<file path="config.mk">
export PLATFORM = sky130hd
export DESIGN_NAME = stopwatch_counter_flat
export DESIGN_NICKNAME = d
export VERILOG_FILES = /design/src/rtl/stopwatch_counter_if.sv /design/src/rtl/stopwatch_counter.sv /design/src/flat_wrapper.sv
export SDC_FILE = /design/constraint.sdc
export NUM_CORES = 1
export LEC_CHECK = 0
export ABC_CLOCK_PERIOD_IN_PS = 2150
export CAP_MARGIN = 20
export CORE_MARGIN = 1.5
export CORE_UTILIZATION = 45
export DETAILED_ROUTE_END_ITERATION = 16
export PLACE_DENSITY = 0.71
export SKIP_LAST_GASP = 1
export SYNTH_ARGS = -nofsm -noshare
export SYNTH_HDL_FRONTEND = slang
export SYNTH_SLANG_ARGS = --single-unit
</file>
<file path="constraint.sdc">
create_clock -name i_CLK -period 2.15 [get_ports i_CLK]
set_input_delay 0.3225 -clock i_CLK [delete_from_list [all_inputs] [get_ports i_CLK]]
set_output_delay 0.3225 -clock i_CLK [all_outputs]
set_load 0.02 [all_outputs]
</file>
<file path="src/rtl/stopwatch_counter_if.sv">
// rtl/stopwatch_counter_if.sv - control/display bundle for the stopwatch counter
//
// Purpose: groups the tick/control requests and the BCD display outputs of
// stopwatch_counter into one bundle.
// Ports (members):
//   i_TICK, i_START, i_STOP, i_CLEAR : requests into the counter
//   o_SEC_ONES, o_SEC_TENS           : BCD seconds digits
//   o_MIN_ONES, o_MIN_TENS           : BCD minutes digits
//   o_RUNNING                        : counter is in RUN
//   o_WRAP                           : one-cycle pulse on MAX_MIN:59 -> 00:00
// Modports: master drives requests and watches the display, slave is the counter.

interface stopwatch_counter_if;
    logic       i_TICK;
    logic       i_START;
    logic       i_STOP;
    logic       i_CLEAR;
    logic [3:0] o_SEC_ONES;
    logic [3:0] o_SEC_TENS;
    logic [3:0] o_MIN_ONES;
    logic [3:0] o_MIN_TENS;
    logic       o_RUNNING;
    logic       o_WRAP;

    modport master (
        output i_TICK, i_START, i_STOP, i_CLEAR,
        input  o_SEC_ONES, o_SEC_TENS, o_MIN_ONES, o_MIN_TENS, o_RUNNING, o_WRAP
    );

    modport slave (
        input  i_TICK, i_START, i_STOP, i_CLEAR,
        output o_SEC_ONES, o_SEC_TENS, o_MIN_ONES, o_MIN_TENS, o_RUNNING, o_WRAP
    );
endinterface

</file>
<file path="src/rtl/stopwatch_counter.sv">
// rtl/stopwatch_counter.sv - tick-driven BCD minutes:seconds stopwatch
//
// Purpose: counts rising edges of a divider square wave as seconds while
// running, in BCD, wrapping MAX_MIN:59 -> 00:00. Controlled by START/STOP/CLEAR
// with priority CLEAR > STOP > START.
// Ports:
//   i_CLK : system clock
//   i_RST : asynchronous active-low reset
//   bus   : stopwatch_counter_if.slave (requests in, BCD digits/status out)
// Parameter:
//   MAX_MIN : highest minutes value, 1..99

module stopwatch_counter #(
    parameter int MAX_MIN = 59
) (
    input  logic                 i_CLK,
    input  logic                 i_RST,
    stopwatch_counter_if.slave   bus
);

    localparam logic [3:0] MAX_TENS = 4'(MAX_MIN / 10);
    localparam logic [3:0] MAX_ONES = 4'(MAX_MIN % 10);

    typedef enum logic [1:0] {
        IDLE  = 2'd0,
        RUN   = 2'd1,
        PAUSE = 2'd2
    } state_t;

    state_t     state;
    logic       tick_d;
    logic [3:0] sec_ones;
    logic [3:0] sec_tens;
    logic [3:0] min_ones;
    logic [3:0] min_tens;
    logic       running;
    logic       wrap;

    logic       evt;
    logic       at_max;

    // i_TICK is already synchronous to i_CLK, so a single delay register is
    // enough for the rising-edge detect.
    assign evt    = bus.i_TICK & ~tick_d;
    assign at_max = (min_tens == MAX_TENS) && (min_ones == MAX_ONES) &&
                    (sec_tens == 4'd5) && (sec_ones == 4'd9);

    always_ff @(posedge i_CLK or negedge i_RST) begin
        if (!i_RST) begin
            state    <= IDLE;
            tick_d   <= 1'b0;
            sec_ones <= 4'd0;
            sec_tens <= 4'd0;
            min_ones <= 4'd0;
            min_tens <= 4'd0;
            running  <= 1'b0;
            wrap     <= 1'b0;
        end else begin
            // Tracks i_TICK in every state so a paused edge is never counted late.
            tick_d <= bus.i_TICK;
            wrap   <= 1'b0;

            if (bus.i_CLEAR) begin
                state    <= IDLE;
                running  <= 1'b0;
                sec_ones <= 4'd0;
                sec_tens <= 4'd0;
                min_ones <= 4'd0;
                min_tens <= 4'd0;
            end else begin
                // Counting looks at the current state: an edge coinciding with
                // STOP still counts, one coinciding with START does not.
                if (state == RUN && evt) begin
                    if (at_max) begin
                        sec_ones <= 4'd0;
                        sec_tens <= 4'd0;
                        min_ones <= 4'd0;
                        min_tens <= 4'd0;
                        wrap     <= 1'b1;
                    end else if (sec_ones != 4'd9) begin
                        sec_ones <= sec_ones + 4'd1;
                    end else begin
                        sec_ones <= 4'd0;
                        if (sec_tens != 4'd5) begin
                            sec_tens <= sec_tens + 4'd1;
                        end else begin
                            sec_tens <= 4'd0;
                            if (min_ones != 4'd9) begin
                                min_ones <= min_ones + 4'd1;
                            end else begin
                                min_ones <= 4'd0;
                                min_tens <= min_tens + 4'd1;
                            end
                        end
                    end
                end

                case (state)
                    RUN: begin
                        if (bus.i_STOP) begin
                            state   <= PAUSE;
                            running <= 1'b0;
                        end
                    end
                    IDLE, PAUSE: begin
                        if (bus.i_START) begin
                            state   <= RUN;
                            running <= 1'b1;
                        end
                    end
                    default: begin
                        state   <= IDLE;
                        running <= 1'b0;
                    end
                endcase
            end
        end
    end

    assign bus.o_SEC_ONES = sec_ones;
    assign bus.o_SEC_TENS = sec_tens;
    assign bus.o_MIN_ONES = min_ones;
    assign bus.o_MIN_TENS = min_tens;
    assign bus.o_RUNNING  = running;
    assign bus.o_WRAP     = wrap;

endmodule

</file>
<file path="src/flat_wrapper.sv">
// flat-port wrapper written by rule: the top's interface ports become plain ports
module stopwatch_counter_flat 
#(
    parameter int MAX_MIN = 59
)
  (i_CLK, i_RST, bus_i_TICK, bus_i_START, bus_i_STOP, bus_i_CLEAR, bus_o_SEC_ONES, bus_o_SEC_TENS, bus_o_MIN_ONES, bus_o_MIN_TENS, bus_o_RUNNING, bus_o_WRAP);
  stopwatch_counter_if bus_i ();
  input  logic i_CLK;
  input  logic i_RST;
  input wire logic [$bits(bus_i.i_TICK)-1:0] bus_i_TICK;
  input wire logic [$bits(bus_i.i_START)-1:0] bus_i_START;
  input wire logic [$bits(bus_i.i_STOP)-1:0] bus_i_STOP;
  input wire logic [$bits(bus_i.i_CLEAR)-1:0] bus_i_CLEAR;
  output wire logic [$bits(bus_i.o_SEC_ONES)-1:0] bus_o_SEC_ONES;
  output wire logic [$bits(bus_i.o_SEC_TENS)-1:0] bus_o_SEC_TENS;
  output wire logic [$bits(bus_i.o_MIN_ONES)-1:0] bus_o_MIN_ONES;
  output wire logic [$bits(bus_i.o_MIN_TENS)-1:0] bus_o_MIN_TENS;
  output wire logic [$bits(bus_i.o_RUNNING)-1:0] bus_o_RUNNING;
  output wire logic [$bits(bus_i.o_WRAP)-1:0] bus_o_WRAP;
  assign bus_i.i_TICK = bus_i_TICK;
  assign bus_i.i_START = bus_i_START;
  assign bus_i.i_STOP = bus_i_STOP;
  assign bus_i.i_CLEAR = bus_i_CLEAR;
  assign bus_o_SEC_ONES = bus_i.o_SEC_ONES;
  assign bus_o_SEC_TENS = bus_i.o_SEC_TENS;
  assign bus_o_MIN_ONES = bus_i.o_MIN_ONES;
  assign bus_o_MIN_TENS = bus_i.o_MIN_TENS;
  assign bus_o_RUNNING = bus_i.o_RUNNING;
  assign bus_o_WRAP = bus_i.o_WRAP;
  stopwatch_counter #(.MAX_MIN(MAX_MIN)) u_core (.i_CLK(i_CLK), .i_RST(i_RST), .bus(bus_i));
endmodule
</file>
==> results.md <==
- The run finished with clean final reports.
- The number of cells after detailed placement is 172.
- Summing every instance area after synthesis gives ~0.0012 mm2.
- Of the total power, combinational logic draws about 8%.
- Summed over all failing endpoints, the final setup total negative slack is 0 ps.
- The kind of path behind the tightest hold check is input port to async pin.
- The vertical extent of the die is 54.1 um.
- The initial antenna violation count is 0.
- The antenna cell count is 0.
- The horizontal die dimension is 54.1 um.
- The number of input and output port buffers inserted is 23.
- The initial utilization of the core area, before any placement, comes to 47.4%.
- The worst setup path is captured at a flip-flop.
- Clock tree synthesis inserted a total of 3 buffers.
- The share of Yosys cell area claimed by the top area cell type is 44.7%.
- The sequential cell fraction of total power is between 60 and 70%.
- The worst clock skew is 5.77 ps.
- The number of cell instances on the worst register-to-register path is 6.
- CTS placed an instance of clkbuf_4 at the clock tree root.
- Based on the critical path, the design can be clocked at up to just over 500 MHz.
- Entering global routing, the biggest net connects 22 pins.
- The register area share after synthesis is between 40% and 50%.
- In the global route stage, overall resource usage came out at 19.5%.
- The die covers 0.00293 mm2.
- The wire-length estimate of the detail-placed layout is between 1500 and 2000 um.
- Dividing the detail-routed wire length by the instance count gives 13.6 um.
- The residual antenna-violating net count after detailed routing is 0.
- The number of max-cap violations is 0.
- The finished cells cover 0.00146 mm2.
- For flop-to-flop paths, the worst setup slack is 210 ps.
- The worst relative slew slack is 68.8%.
- The register bit total from synthesis is 21.
- The number of iterations in the first detailed-routing pass is 6.
- Yosys printed 0 warnings.
- CTS built an H-tree with a depth of 1.
- The leakage power of the design is 0.632 nW.
- The data arrival time of the critical path is about 2200 ps.
- The biggest area consumer among synthesized cells is dfrtp_1.
- The clock group share of total power is 28.9%.
- The first global-routing pass estimated 4220 um of wire.
- Power spread over the standard cell area amounts to around 440 mW/mm2.
- The total number of clock tree sinks is 21.
- In the final layout, the share of cells above drive strength 1 is 10.3%.
- Detailed routing inserted a total of 965 vias.
- The aggregate global routing overflow is 0.
- The final instance count without filler cells is 176.
- The final-layout fill cell count is 234.
- The count of final hold-check violations is 0.
- After detailed routing, the number of remaining DRC violations is 0.
- The number of global-route vias before repair was 951.
- Of all nets on the critical path, the largest fanout is 7.
- Setup repair after global routing left no endpoint under its margin.
- The maximum VDD drop is 355 uV.
- Synthesis instantiated 32 different standard cells from the library.
- By area the synthesized netlist is led by dfrtp_1 45%, ha_1 8.5%, a21oi_1 5.5%.
- After floorplanning, the core was sized to cover 0.00248 mm2.
- The clock-pin slew reported for the worst setup and hold paths after clock tree synthesis is 120 ps.
- Pin placement for this block handled 24 I/O pins.
- The synthesized area per cell is 9.71 um2.
- When the netlist entered floorplanning its net count stood at approximately 140.
- Dividing the detail-routed via count by the number of cells gives between 5 and 6.
- The detailed router finished its first iteration with 15 violations.
- The fraction of power spent switching nets is between 20 and 25%.
- The transition at the pin with the smallest max-transition slack is between 400 and 500 ps.
- For this run, the post-layout net count is 161.
- Summed over all nets, the switching power comes to 0.148 mW.
- The area overhead of the layout relative to synthesis is 24.2%.
- TritonCTS built the clock tree.
- The critical path in this run is classified as flip-flop to flip-flop.
- The synthesized instance count is 121.
- The minimum period implied by the final worst setup slack is just under 2000 ps.
- The clock latency on the worst-skew pair is 300 ps.
- After layout, the worst path uses 90.1% of the clock period.
- The cell row count is 18.
- The endpoint identified for the worst register-to-register timing path is u_core.bus.o_MIN_ONES[3]$_DFFE_PN0P_.
- The final estimated routing congestion in global placement is 0.764.
- The longest clock path from root to sink contains 2 buffers.
- The final layout contains routed wiring with a total length of approximately 2400 um.
- STA classifies the critical path startpoint as a flip-flop.
- Setup violations remaining at the end of the flow were counted as 0.
- After detailed placement, the total cell area comes to 0.00143 mm2.
- Cell internal power was estimated by the tool at 0.495 mW.
- The final max-slew violation count is 0.
- The post-CTS repair timing setup buffer count is 0.
- The startpoint identified for the worst register-to-register timing path is u_core.bus.o_SEC_TENS[1]$_DFFE_PN0P_.
- At the worst endpoint, the required time is around 2400 ps.
## layout make-up
cell class / instances / area, um2 / area share [%]
inverter: 5 / 18.8 / 1.29
tap: 30 / 37.5 / 2.57
timing repair buffer: 27 / 260 / 17.8
clock buffer: 4 / 26.3 / 1.80
multi-input combinational: 89 / 591 / 40.5
sequential: 21 / 526 / 36.0
## registers in the layout (all words and copies together) (netlist names)
name                   flops
u_core.bus.o_MIN_ONES      4
u_core.bus.o_MIN_TENS      4
u_core.bus.o_RUNNING       1
u_core.bus.o_SEC_ONES      4
u_core.bus.o_SEC_TENS      4
u_core.bus.o_WRAP          1
u_core.state               2
u_core.tick_d              1
## power groups by stage
stage	clock network [mW]	registers, mW	logic, mW
finish	0.186	0.406	0.0507
floorplan	0	0.416	0.0195
global route	0.209	0.407	0.0567
CTS	0.194	0.406	0.0514
detailed placement	0	0.413	0.0514
global placement	0	0.413	0.0501
## per-stage QoR
step                power [mW]  setup slack (ps)  hold slack [ps]  util, %
finish                   0.643               212              352     58.9
global route             0.673              92.8              386     58.9
CTS                      0.651               117              354     58.8
detailed placement       0.465             -5.62              547     57.8
global placement         0.463              75.8              519     57.8
floorplan                0.435               330             26.9        -
## cell families after synthesis
kind of cell | after synthesis | synth area share, %
AND/OR/NAND/NOR | 58 | 29.6
flip-flops | 21 | 44.7
AO/OA/AOI/OAI | 20 | 9.48
buffers and inverters | 11 | 5.11
adder cells (fa/ha/maj) | 8 | 8.52
multiplexers | 3 | 2.56
## worst max-delay path: stages, from the launching register on
cell	delay, ps
dfrtp_1	450
inv_1	70
ha_1	120
and3b_1	360
nand3_4	150
or4b_1	530
a31oi_1	180
## synthesized netlist by cell type
cell and number:
ha_1 8, and4bb_1 1, or4b_1 1, nand2_1 9, a311oi_1 1, nor4_1 2, clkbuf_4 1, buf_6 2
a31oi_1 1, or3_1 2, or3_2 2, or3b_2 1, or4_1 2, mux2i_1 3, o21bai_1 1, or2_2 1
nor4b_1 1, and3b_1 3, nand4_1 1, nand3b_1 2, nand3_4 1, nand3_1 7, nor3_1 4, dfrtp_1 21
o21ai_0 3, a31o_2 1, nor2_1 16, nand4bb_1 1, nand4_4 1, clkbuf_1 3, inv_1 5, a21oi_1 13
## layout by cell type, fill, tap and decap left out
master,count
nor4_1,2
or4b_1,1
nand4_1,1
ha_1,8
nand3b_1,2
nand4_4,1
inv_1,5
a31oi_1,1
and3b_1,2
or2_2,1
nor3_1,4
nor4b_1,1
nor2_1,16
o21ai_0,3
buf_4,4
nand4bb_1,1
a21oi_1,13
nand3_1,7
a31o_2,1
clkdlybuf4s50_1,23
clkbuf_1,1
or3_1,2
dfrtp_1,21
mux2i_1,3
clkbuf_4,3
and4bb_1,1
o21bai_1,1
and3b_2,1
or3b_2,1
nand2_1,9
nand3_4,1
or3_2,2
or4_1,2
a311oi_1,1
## per-layer routing
| layer | global-route usage [%] | routed length, um |
|---|---|---|
| met1 | 25.3 | 1140 |
| met2 | 34.3 | 1190 |
| met3 | 2.50 | 61 |
| met4 | 5.00 | 12 |
| met5 | 0 | 0 |
## how the worst max path moves through the flow
stage | startpoint | to | slack (ps) | cells past startpoint
5_1_grt | u_core.bus.o_SEC_TENS[1]$_DFFE_PN0P_ | u_core.bus.o_MIN_ONES[3]$_DFFE_PN0P_ | 90 | 6
3_5_place_dp | bus_i_TICK | u_core.bus.o_MIN_ONES[3]$_DFFE_PN0P_ | -6 | 5
2_1_floorplan | u_core.bus.o_SEC_TENS[0]$_DFFE_PN0P_ | u_core.bus.o_MIN_ONES[3]$_DFFE_PN0P_ | 330 | 6
4_1_cts | u_core.bus.o_SEC_ONES[1]$_DFFE_PN0P_ | u_core.bus.o_MIN_ONES[3]$_DFFE_PN0P_ | 120 | 6
3_3_place_gp | bus_i_TICK | u_core.bus.o_MIN_ONES[3]$_DFFE_PN0P_ | 80 | 5
6_report | u_core.bus.o_SEC_TENS[1]$_DFFE_PN0P_ | u_core.bus.o_MIN_ONES[3]$_DFFE_PN0P_ | 210 | 6
## repair_timing
item                                    4_1_cts  5_1_grt
gates resized for setup                       0        1
endpoints found under the setup margin        0        1
hold buffers                                  0        0
No activity file was read; power rests on OpenSTA's default activity.
